File: src/rtl/mem_arb_pkg.sv
// Shared types and constants for the two-port memory arbiter.
// Port ids index the per-port ack/rdata vectors in the top level.
package mem_arb_pkg;

   typedef enum logic [1:0] {
      StIdle   = 2'd0,
      StXferLo = 2'd1,
      StXferHi = 2'd2
   } state_e;

   localparam int unsigned NUM_PORTS = 2;
   localparam logic PORT_FETCH = 1'b0;
   localparam logic PORT_DATA  = 1'b1;

endpackage

File: src/rtl/mem_port_arbiter_if.sv
// Requester and memory-side signals of mem_port_arbiter.
// slave is the arbiter's view; master is the requesters' and memory's view.
interface mem_port_arbiter_if #(
   parameter int unsigned word_size = 8,
   parameter int unsigned len_log_2 = 16
);
   logic                   p0_req, p0_we, p0_wide, p0_ack;
   logic [len_log_2-1:0]   p0_addr;
   logic [2*word_size-1:0] p0_wdata, p0_rdata;
   logic                   p1_req, p1_we, p1_wide, p1_ack;
   logic [len_log_2-1:0]   p1_addr;
   logic [2*word_size-1:0] p1_wdata, p1_rdata;
   logic [len_log_2-1:0]   mem_addr;
   logic [word_size-1:0]   mem_wdata, mem_rdata;
   logic                   mem_we;

   modport slave (
      input  p0_req, p0_we, p0_wide, p0_addr, p0_wdata,
      input  p1_req, p1_we, p1_wide, p1_addr, p1_wdata,
      input  mem_rdata,
      output p0_rdata, p0_ack, p1_rdata, p1_ack,
      output mem_addr, mem_wdata, mem_we
   );

   modport master (
      output p0_req, p0_we, p0_wide, p0_addr, p0_wdata,
      output p1_req, p1_we, p1_wide, p1_addr, p1_wdata,
      output mem_rdata,
      input  p0_rdata, p0_ack, p1_rdata, p1_ack,
      input  mem_addr, mem_wdata, mem_we
   );
endinterface

File: src/rtl/rr_arb2.sv
// Combinational two-input round-robin picker.
// On a tie the port that did not win last time is chosen.
module rr_arb2
   import mem_arb_pkg::*;
(
   input  logic [NUM_PORTS-1:0] req,
   input  logic                 last_grant,
   output logic                 grant_valid,
   output logic                 grant_id
);
   assign grant_valid = |req;

   always_comb begin
      grant_id = req[PORT_DATA];
      if (&req) grant_id = ~last_grant;
   end
endmodule

File: src/rtl/mem_port_arbiter.sv
// Arbitrates fetch/data ports onto one byte-wide memory; 16-bit transfers
// are sequenced as two byte accesses (low byte first, address wraps).
module mem_port_arbiter
   import mem_arb_pkg::*;
#(
   parameter int unsigned word_size = 8,
   parameter int unsigned len_log_2 = 16
) (
   input  logic              clk,
   input  logic              reset,
   mem_port_arbiter_if.slave bus
);
   localparam int unsigned DataWidth = 2 * word_size;

   state_e                              state_q, state_d;
   logic [NUM_PORTS-1:0]                req_raw, req_masked, ack_q;
   logic [NUM_PORTS-1:0][DataWidth-1:0] rdata_q;
   logic                                last_grant_q, grant_valid, grant_id;
   logic                                id_q, we_q, wide_q;
   logic [len_log_2-1:0]                addr_q, sel_addr, mem_addr;
   logic [DataWidth-1:0]                wdata_q, sel_wdata;
   logic [word_size-1:0]                rdata_lo_q, mem_wdata;
   logic                                sel_we, sel_wide, mem_we_raw, take_grant, xfer_done;

   // A port is not eligible in its own ack cycle; re-requests wait one cycle.
   assign req_raw    = {bus.p1_req, bus.p0_req};
   assign req_masked = req_raw & ~ack_q;

   rr_arb2 u_rr_arb2 (
      .req         (req_masked),
      .last_grant  (last_grant_q),
      .grant_valid (grant_valid),
      .grant_id    (grant_id)
   );

   assign sel_we    = grant_id ? bus.p1_we    : bus.p0_we;
   assign sel_wide  = grant_id ? bus.p1_wide  : bus.p0_wide;
   assign sel_addr  = grant_id ? bus.p1_addr  : bus.p0_addr;
   assign sel_wdata = grant_id ? bus.p1_wdata : bus.p0_wdata;

   always_ff @(posedge clk) begin
      if (reset) state_q <= StIdle;
      else       state_q <= state_d;
   end

   always_comb begin
      state_d    = state_q;
      take_grant = 1'b0;
      xfer_done  = 1'b0;
      mem_addr   = '0;
      mem_wdata  = '0;
      mem_we_raw = 1'b0;
      unique case (state_q)
         StIdle: begin
            if (grant_valid) begin
               take_grant = 1'b1;
               state_d    = StXferLo;
            end
         end
         StXferLo: begin
            mem_addr   = addr_q;
            mem_wdata  = wdata_q[word_size-1:0];
            mem_we_raw = we_q;
            xfer_done  = ~wide_q;
            state_d    = wide_q ? StXferHi : StIdle;
         end
         StXferHi: begin
            mem_addr   = addr_q + len_log_2'(1);
            mem_wdata  = wdata_q[DataWidth-1:word_size];
            mem_we_raw = we_q;
            xfer_done  = 1'b1;
            state_d    = StIdle;
         end
         default: state_d = StIdle;
      endcase
   end

   // Gating with reset keeps a reset edge from committing a write.
   assign bus.mem_addr  = mem_addr;
   assign bus.mem_wdata = mem_wdata;
   assign bus.mem_we    = mem_we_raw & ~reset;

   always_ff @(posedge clk) begin
      if (reset) begin
         last_grant_q <= 1'b1;
         ack_q        <= '0;
         rdata_q      <= '0;
         rdata_lo_q   <= '0;
         id_q         <= 1'b0;
         we_q         <= 1'b0;
         wide_q       <= 1'b0;
         addr_q       <= '0;
         wdata_q      <= '0;
      end else begin
         ack_q <= '0;
         if (take_grant) begin
            last_grant_q <= grant_id;
            id_q         <= grant_id;
            we_q         <= sel_we;
            wide_q       <= sel_wide;
            addr_q       <= sel_addr;
            wdata_q      <= sel_wdata;
         end
         if (state_q == StXferLo && !we_q) rdata_lo_q <= bus.mem_rdata;
         if (xfer_done) begin
            ack_q[id_q] <= 1'b1;
            if (!we_q) begin
               rdata_q[id_q] <= (state_q == StXferHi) ? {bus.mem_rdata, rdata_lo_q}
                                                      : {{word_size{1'b0}}, bus.mem_rdata};
            end
         end
      end
   end

   assign bus.p0_ack   = ack_q[PORT_FETCH];
   assign bus.p1_ack   = ack_q[PORT_DATA];
   assign bus.p0_rdata = rdata_q[PORT_FETCH];
   assign bus.p1_rdata = rdata_q[PORT_DATA];
endmodule

File: src/flat_wrapper.sv
// flat-port wrapper written by rule: the top's interface ports become plain ports
module mem_port_arbiter_flat import mem_arb_pkg::*;
#(
   parameter int unsigned word_size = 8,
   parameter int unsigned len_log_2 = 16
)
  (clk, reset, bus_p0_req, bus_p0_we, bus_p0_wide, bus_p0_addr, bus_p0_wdata, bus_p1_req, bus_p1_we, bus_p1_wide, bus_p1_addr, bus_p1_wdata, bus_mem_rdata, bus_p0_rdata, bus_p0_ack, bus_p1_rdata, bus_p1_ack, bus_mem_addr, bus_mem_wdata, bus_mem_we);
  mem_port_arbiter_if #(.word_size(word_size), .len_log_2(len_log_2)) bus_i ();
  input  logic clk;
  input  logic reset;
  input wire logic [$bits(bus_i.p0_req)-1:0] bus_p0_req;
  input wire logic [$bits(bus_i.p0_we)-1:0] bus_p0_we;
  input wire logic [$bits(bus_i.p0_wide)-1:0] bus_p0_wide;
  input wire logic [$bits(bus_i.p0_addr)-1:0] bus_p0_addr;
  input wire logic [$bits(bus_i.p0_wdata)-1:0] bus_p0_wdata;
  input wire logic [$bits(bus_i.p1_req)-1:0] bus_p1_req;
  input wire logic [$bits(bus_i.p1_we)-1:0] bus_p1_we;
  input wire logic [$bits(bus_i.p1_wide)-1:0] bus_p1_wide;
  input wire logic [$bits(bus_i.p1_addr)-1:0] bus_p1_addr;
  input wire logic [$bits(bus_i.p1_wdata)-1:0] bus_p1_wdata;
  input wire logic [$bits(bus_i.mem_rdata)-1:0] bus_mem_rdata;
  output wire logic [$bits(bus_i.p0_rdata)-1:0] bus_p0_rdata;
  output wire logic [$bits(bus_i.p0_ack)-1:0] bus_p0_ack;
  output wire logic [$bits(bus_i.p1_rdata)-1:0] bus_p1_rdata;
  output wire logic [$bits(bus_i.p1_ack)-1:0] bus_p1_ack;
  output wire logic [$bits(bus_i.mem_addr)-1:0] bus_mem_addr;
  output wire logic [$bits(bus_i.mem_wdata)-1:0] bus_mem_wdata;
  output wire logic [$bits(bus_i.mem_we)-1:0] bus_mem_we;
  assign bus_i.p0_req = bus_p0_req;
  assign bus_i.p0_we = bus_p0_we;
  assign bus_i.p0_wide = bus_p0_wide;
  assign bus_i.p0_addr = bus_p0_addr;
  assign bus_i.p0_wdata = bus_p0_wdata;
  assign bus_i.p1_req = bus_p1_req;
  assign bus_i.p1_we = bus_p1_we;
  assign bus_i.p1_wide = bus_p1_wide;
  assign bus_i.p1_addr = bus_p1_addr;
  assign bus_i.p1_wdata = bus_p1_wdata;
  assign bus_i.mem_rdata = bus_mem_rdata;
  assign bus_p0_rdata = bus_i.p0_rdata;
  assign bus_p0_ack = bus_i.p0_ack;
  assign bus_p1_rdata = bus_i.p1_rdata;
  assign bus_p1_ack = bus_i.p1_ack;
  assign bus_mem_addr = bus_i.mem_addr;
  assign bus_mem_wdata = bus_i.mem_wdata;
  assign bus_mem_we = bus_i.mem_we;
  mem_port_arbiter #(.word_size(word_size), .len_log_2(len_log_2)) u_core (.clk(clk), .reset(reset), .bus(bus_i));
endmodule
File: config.mk
export PLATFORM = sky130hd
export DESIGN_NAME = mem_port_arbiter_flat
export DESIGN_NICKNAME = d
export VERILOG_FILES = /design/src/rtl/mem_arb_pkg.sv /design/src/rtl/mem_port_arbiter_if.sv /design/src/rtl/rr_arb2.sv /design/src/rtl/mem_port_arbiter.sv /design/src/flat_wrapper.sv
export SDC_FILE = /design/constraint.sdc
export NUM_CORES = 1
export LEC_CHECK = 0
export ABC_AREA = 1
export CAP_MARGIN = 5
export CORE_MARGIN = 2
export CORE_UTILIZATION = 49
export CTS_CLUSTER_SIZE = 24
export DETAILED_ROUTE_END_ITERATION = 10
export PLACE_DENSITY = 0.91
export RECOVER_POWER = 100
export SLEW_MARGIN = 20
export SYNTH_ARGS = -nofsm -noshare
export SYNTH_HDL_FRONTEND = slang
export SYNTH_SLANG_ARGS = --single-unit
File: constraint.sdc
create_clock -name clk -period 3.6 [get_ports clk]
set_input_delay 0.36 -clock clk [delete_from_list [all_inputs] [get_ports clk]]
set_output_delay 0.36 -clock clk [all_outputs]
set_load 0.03 [all_outputs]
After elaboration in Yosys (flattened, before gate mapping)
Index checks and enable logic that the tools add are counted.

cells by class
  $add $sub $neg = 1
  multipliers = 0
  div/mod/pow operators = 0
  magnitude comparators = 2
  equal/unequal tests = 3
  shifts and indexed selects = 0
  mux-type cells = 20
  bitwise gates (word level) = 8
  reduce and logical (&&, ||, !) cells = 9

operator list
  kind                   number
  $mux 16                4
  $bwmux 32              1
  $pmux 16 s2            1
  $add 16x1->16 const B  1
  $demux 16 s1           1
  $pmux 8 s2             1
  $mux 1                 7
  $reduce_or 2->1        3
  $not 1->1              5
  $mux 2                 2
  $pmux 2 s2             1
  $reduce_and 2->1       2
  $and 2x2->2            1
  $eq 2x1->1 const B     1
  $eq 2x2->1 const B     1
  $logic_and 1x1->1      2
  $logic_not 2->1        1
  $lt 1x2->1 const B     1
  $ne 2x1->1 const B     1
  $not 2->2              1
  $pmux 1 s2             1
  $and 1x1->1            1
  $demux 1 s1            1
  $ge 1x1->1 const B     1
  $logic_not 1->1        1

word-level totals
  flip-flop bits (word level) = 80
  bits in latches = 0
  memory bits (writable) = 0
  ROM bits = 0
  bits of input ports = 80
  output and inout bits = 59
  logic and storage cells = 54
  memories = 0

Depth between registers and ports, before layout
Gate-level depths: netlist of the first run.

  depth after elaboration = 5
  depth in mapped cells = 11
  gate-level depth less buffers = 9

Hierarchy
From an unflattened synthesis of the first run, not the netlist that was laid out.

unflattened totals
  cells, all modules = 628
  area, all modules = 4226.6 um^2

modules (own cells, without submodules)
  module            instances  cells an instance  area an instance (um^2)  sequential area each (um^2)
  mem_port_arbiter  1          625                4211.5                   1601.5
  rr_arb2           1          3                  15.0                     0.0

Worst setup path after synthesis of the first run
Ideal clock, no wire load.

  kind = reg2out
  start point = register u_core.state_q[0]
  end point = output bus_mem_addr[4]
  arrival time = 1.952 ns
  data required time = 3.240 ns
  setup slack = 1.288 ns
  cell stages (with the launch flop) = 9
  path buffers = 2
  cells stage by stage = dfxtp_1 inv_1 ha_1 clkbuf_1 inv_1 clkbuf_1 o21ai_0 a21oi_1 a211oi_1

on the way
  cells in the longest elaborated chain, start to end = 2
  elaborated cells between the ends (all ways) = 3
  those cells by class = eq/ne (2); mux (1)

RTL lines
  element                                   RTL line                RTL
  start: declaration                        mem_port_arbiter.sv:15  state_e state_q, state_d;
  start signal: assignment                  mem_port_arbiter.sv:42  if (reset) state_q <= StIdle;
  start signal: assignment                  mem_port_arbiter.sv:43  else state_q <= state_d;
  $eq 2x2->1 or $eq 2x1->1 (tied branches)  mem_port_arbiter.sv:53  unique case (state_q)
  $pmux 16 s2 (*)                           mem_port_arbiter.sv:53
  end: declaration                          flat_wrapper.sv:26      output wire logic [$bits(bus_i.mem_addr)-1:0] bus_mem_addr;

Every way passes the cells marked *; elsewhere a longest branch is shown, timed or not.

Final worst setup path of the first run
  start point = register u_core.state_q[0]
  end point = output bus_mem_addr[14]

The elaborated chain is that of the path after synthesis.

==> results of run 1 <==
-- through the flow --
stage,util [%],instances,worst slack (ns)
after floorplan,-,637,1.29
after global placement,67.6,851,1.07
after detailed placement,67.6,851,0.987
after CTS,70.3,867,0.593
after global routing,69.7,867,0.199
final,69.7,867,0.394
-- routing by layer --
| metal | part of all wire [%] | routed length, microns | track usage [%] |
|---|---|---|---|
| met2 | 48 | 6150 | 49.2 |
| met4 | 1.4 | 184 | 7.98 |
| met1 | 43 | 5500 | 34.0 |
| met5 | 0 | 0 | 0 |
| met3 | 7.3 | 928 | 6.40 |
-- power breakdown --
| group | switching [uW] | leakage [uW] | internal, uW |
|---|---|---|---|
| Sequential | 68.0 | 0.000656 | 971 |
| Combinational | 360 | 0.00194 | 230 |
| Clock | 334 | 0.000113 | 412 |
| Total | 762 | 0.00271 | 1610 |
-- critical path, stage by stage (launching register included) --
cell and delay, ns:
dfxtp_1 0.33, inv_1 0.08, ha_1 0.32, clkbuf_2 0.63
o21ai_0 0.20, a21oi_1 0.16, dlygate4sd3_1 0.76
-- sequential cells by signal (all words and copies together) (netlist names), 2 cells and up --
| name | count |
|---|---|
| u_core.addr_q | 16 |
| u_core.ack_q | 2 |
| u_core.state_q | 2 |
| u_core.bus.p1_rdata | 16 |
| u_core.wdata_q | 16 |
| u_core.rdata_lo_q | 8 |
| u_core.bus.p0_rdata | 16 |
-- kinds of logic (layout without fill, tap and decap cells) --
kind of cell / after synthesis / count (layout) / synth area share [%]
AOI/OAI and AO/OA: 116 / 116 / 16.5
adders and majority gates: 4 / 4 / 1.22
buffers and inverters: 108 / 233 / 10.5
DFF: 80 / 80 / 39.1
and+or+nand+nor: 329 / 329 / 32.6
-- synth_stat cells (all sizes together) --
cell type	instances	area, sq um
nand2	213	807
nand3	47	235
clkbuf	21	78.8
nand4	1	6.26
a221oi	1	8.76
ha	4	50.1
dfxtp	80	1600
clkinv	1	3.75
a211oi	1	7.51
nor2	64	263
a21oi	43	215
o211ai	35	263
buf	15	82.6
inv	71	267
nor3	3	15.0
nand3b	1	11.3
o21ai	36	184
-- final cells by class --
type,count,area (sq um)
fillers,686,2480
multi-input cells,449,2050
flip-flops and latches,80,1600
repair buffers,145,1420
inverters,72,270
clock buffers,10,138
well taps,105,131
clock inverters,6,90.1
-- final timing paths --
| check | slack, ns | cells after the start | end | start |
|---|---|---|---|---|
| hold / removal | 0.46 | 2 | u_core.bus.p1_rdata[7] | u_core.bus.p1_rdata[7] |
| setup reg to reg | 0.99 | 8 | u_core.bus.p0_rdata[4] | u_core.state_q[1] |
| hold reg to reg | 0.46 | 2 | u_core.bus.p1_rdata[7] | u_core.bus.p1_rdata[7] |
| setup / recovery | 0.39 | 6 | bus_mem_addr[14] | u_core.state_q[0] |
==> out/metrics.cfg, run 1 <==
[outcome]
status=finished, final reports clean

[cells_and_area]
stdcell_area_sq_mm=0.00570
areaGrowthSynthToFinish_pct=39.0
nNetsFinal=841
n_antenna_cell=0
final_common_cell=nand2_1
drive_above_1_share_pct=3.81
final_cell_mix=212 x nand2_1, 80 x dfxtp_1, 79 x clkdlybuf4s50_1

[drt]
via_per_inst=5.30
drt-wirelength-per-cell_microns=14.7
vias=4599
dr.pass1.iters=5
drc=0
drtIter0Drc=247
antenna_left=0
drt_wl_total_microns=12800

[sta]
relSlewSlack_pct=23.3
clock.fmax_mhz=312
finalSetupViolCount=0
hold_slack_ns=0.458
finalHoldViolCount=0
tightest_slew_ns=1.15
slew_viol_final=0
final.setup.tns_ns=0
fin_crit_ns=3.21
post-route-period-util_pct=89.1
skew_ns=0.00761
rsz0062_at_grt=false

[worst_setup_path]
cp.arrival_ns=2.85
cp-start-kind=flip-flop
cp.required_ns=3.24
endpoint_kind=primary output
worstSetupPathType=reg -> out
cp_max_fo=34

[die]
start_util_pct=50.1
die-area_sq_mm=0.00911
rows=33
core_sq_mm=0.00818
die_y_microns=95.5
io_pins=139
die_w_microns=95.5

[place]
globalplace.congestion=0.868
hpwl_microns=9000
io_buffers=138
dpl_cell_area_sq_mm=0.00552

[pwr]
ir_drop_uv=285
power_leakage_uw=0.00271
power_uw=2370
power_density_mw_per_mm2=417

[clock_tree]
ctsResizeCount=0
clk_latency_ns=0.35
clock_path_buffers=2
clkTransAtPathRegs_ns=0.08
cts_root_buffer=clkbuf_8
cts_made_buffers=9
cts_tree=yes
htreeDepth=3
holdBufCountCts=0
post_cts_buffers=0
cts.sinks=80

[synthesis]
yosysSeqAreaShare_pct=39.1
ys_ff_latch=80
syn-num-nets=721
syn_area_sq_mm=0.00410
yosysWarnings=0
syn_inst=637
synth.distinct_cells=25
avgSynthCellArea_sq_um=6.43

[global_routing]
overflow=0
grt_antenna_before_repair=0
grt_first_pass_wirelength_microns=20000
grt_start_max_net_pins=63
track_usage_pct=27.9
grt_pass1_vias=4340

[run]
maxCapViolCount=0

[worst_hold_path]
hold_class=reg -> reg

Power figures use the tool's default switching activity.
==> run 2, diff against run 1 <==
CORE_ASPECT_RATIO = 1.1   (was not set)
SETUP_SLACK_MARGIN = 0.5   (was not set)
==> out/metrics.cfg, run 2 (synthesized netlist as in run 1, its figures left out) <==
[outcome]
status=finished, final reports clean

[sta]
fin_crit_ns=3.12
finalHoldViolCount=0
post-route-period-util_pct=86.6
rsz0062_at_grt=false
skew_ns=0.0110
tightest_slew_ns=1.15
finalSetupViolCount=0
slew_viol_final=0
clock.fmax_mhz=321
relSlewSlack_pct=23.5
final.setup.tns_ns=0
hold_slack_ns=0.461

[drt]
vias=4586
drt_wl_total_microns=12300
drc=0
drtIter0Drc=241
antenna_left=0
drt-wirelength-per-cell_microns=14.1
via_per_inst=5.25
dr.pass1.iters=5

[cells_and_area]
final_cell_mix=211 x nand2_1, 80 x dfxtp_1, 79 x clkdlybuf4s50_1
multi_input_area_sq_mm=0.00205
areaGrowthSynthToFinish_pct=38.6
layoutNonFillerInstCount=874
nNetsFinal=842
regArea_sq_mm=0.00160
fillerInstances=687
drive_above_1_share_pct=3.80
n_antenna_cell=0
final_common_cell=nand2_1

[worst_setup_path]
cp.arrival_ns=2.76
endpoint_kind=primary output
r2r_slack_ns=0.86
r2r-start=u_core.state_q[1]
cp_max_fo=6
worstSetupPathType=reg -> out
cp-start-kind=flip-flop
r2r-end=u_core.bus.p0_rdata[5]
reg2reg_depth=8
cp.required_ns=3.24

[clock_tree]
cts.sinks=80
clkTransAtPathRegs_ns=0.09
cts_made_buffers=9
clock_path_buffers=2
cts_root_buffer=clkbuf_8
cts_tree=yes
htreeDepth=3
holdBufCountCts=0
clk_latency_ns=0.36

[worst_hold_path]
min_from=u_core.bus.p0_rdata[1]
hold_class=reg -> reg
holdPathStages=2
whs_endpoint=u_core.bus.p0_rdata[1]

[die]
core_sq_mm=0.00823
start_util_pct=49.8
rows=35
io_pins=139
die-area_sq_mm=0.00911
die_w_microns=91.2
die_y_microns=99.9

[place]
hpwl_microns=8860
globalplace.congestion=0.892
dp_cells=858
io_buffers=138

[global_routing]
overflow=0
grt_start_max_net_pins=63
track_usage_pct=27.3
grt_first_pass_wirelength_microns=20500
grt_pass1_vias=4361
grt_antenna_before_repair=0

[pwr]
power_uw=2240
power_leakage_uw=0.00270
switchingPower_uw=774
clkPwrFrac_pct=27.2
power_density_mw_per_mm2=394
seqPwrFrac_pct=46.6
p_sw_share_pct=34.6
p_int_uw=1460
ir_drop_uv=237
p_comb_share_pct=26.3

[run]
maxCapViolCount=0

run 2: changes by cell type in the layout (fill, tap and decap cells not counted):
cell,delta
buf_12,+1
buf_4,+1
bufinv_16,-2
clkbuf_2,-1
clkbuf_8,-1
clkinv_1,-1
clkinvlp_4,+2
inv_1,+3
inv_2,-2
inv_6,+1
nand2_1,-1
nand2_2,+1
run 2: worst max path at each step:
stage	slack (ns)	to	cells past startpoint	from
after floorplan	1.29	bus_mem_addr[4]	8	u_core.state_q[0]
after global placement	1.08	bus_mem_addr[3]	6	u_core.state_q[0]
after detailed placement	0.98	bus_mem_addr[3]	6	u_core.state_q[0]
after CTS	0.60	bus_mem_addr[12]	8	u_core.addr_q[0]
after global routing	0.30	bus_mem_addr[12]	8	u_core.addr_q[0]
final	0.48	bus_mem_addr[12]	8	u_core.addr_q[0]
run 2: repair_timing:
item	CTS	global route
resized for setup	0	1
setup buffers	0	0
setup endpoints to repair	0	3
run 2: area by class of cell:
cell class | count | share of cell area (%)
clock buffers | 9 | 2.18
clock inverters | 7 | 0.947
inverters | 72 | 4.76
multi-input cells | 449 | 36.1
flip-flops and latches | 80 | 28.2
well taps | 111 | 2.45
repair buffers | 146 | 25.4
run 2: worst max-delay path, stage by stage (launching register included):
cell and delay [ns]:
dfxtp_1 0.42, ha_1 0.23, nand3_1 0.14, nor3_1 0.49, nand2_1 0.12, nand2_1 0.10
nand2_1 0.05, a21oi_1 0.11, dlygate4sd3_1 0.75
run 2: routing by layer:
metal | vias up | track usage, % | wire length (microns)
met4 | 0 | 8.62 | 198
met2 | 196 | 47.7 | 5940
met1 | 2089 | 33.5 | 5120
met5 | - | 0 | 0
met3 | 25 | 6.31 | 1050
li1 | 2276 | - | -
run 2: power by group through the flow:
stage	logic, uW	clock network (uW)	registers (uW)
2_1_floorplan	341	0	1070
3_3_place_gp	580	0	1060
3_5_place_dp	598	0	1060
4_1_cts	601	612	1040
5_1_grt	650	650	1050
6_report	587	607	1040
run 2: metrics by stage:
stage               cell area [sq um]  setup WS [ns]  util [%]
floorplan                        4100           1.29         -
global placement                 5550           1.08      67.4
detailed placement               5550          0.976      67.4
CTS                              5730          0.602      69.6
global route                     5680          0.302      69.0
finish                           5680          0.481      69.0
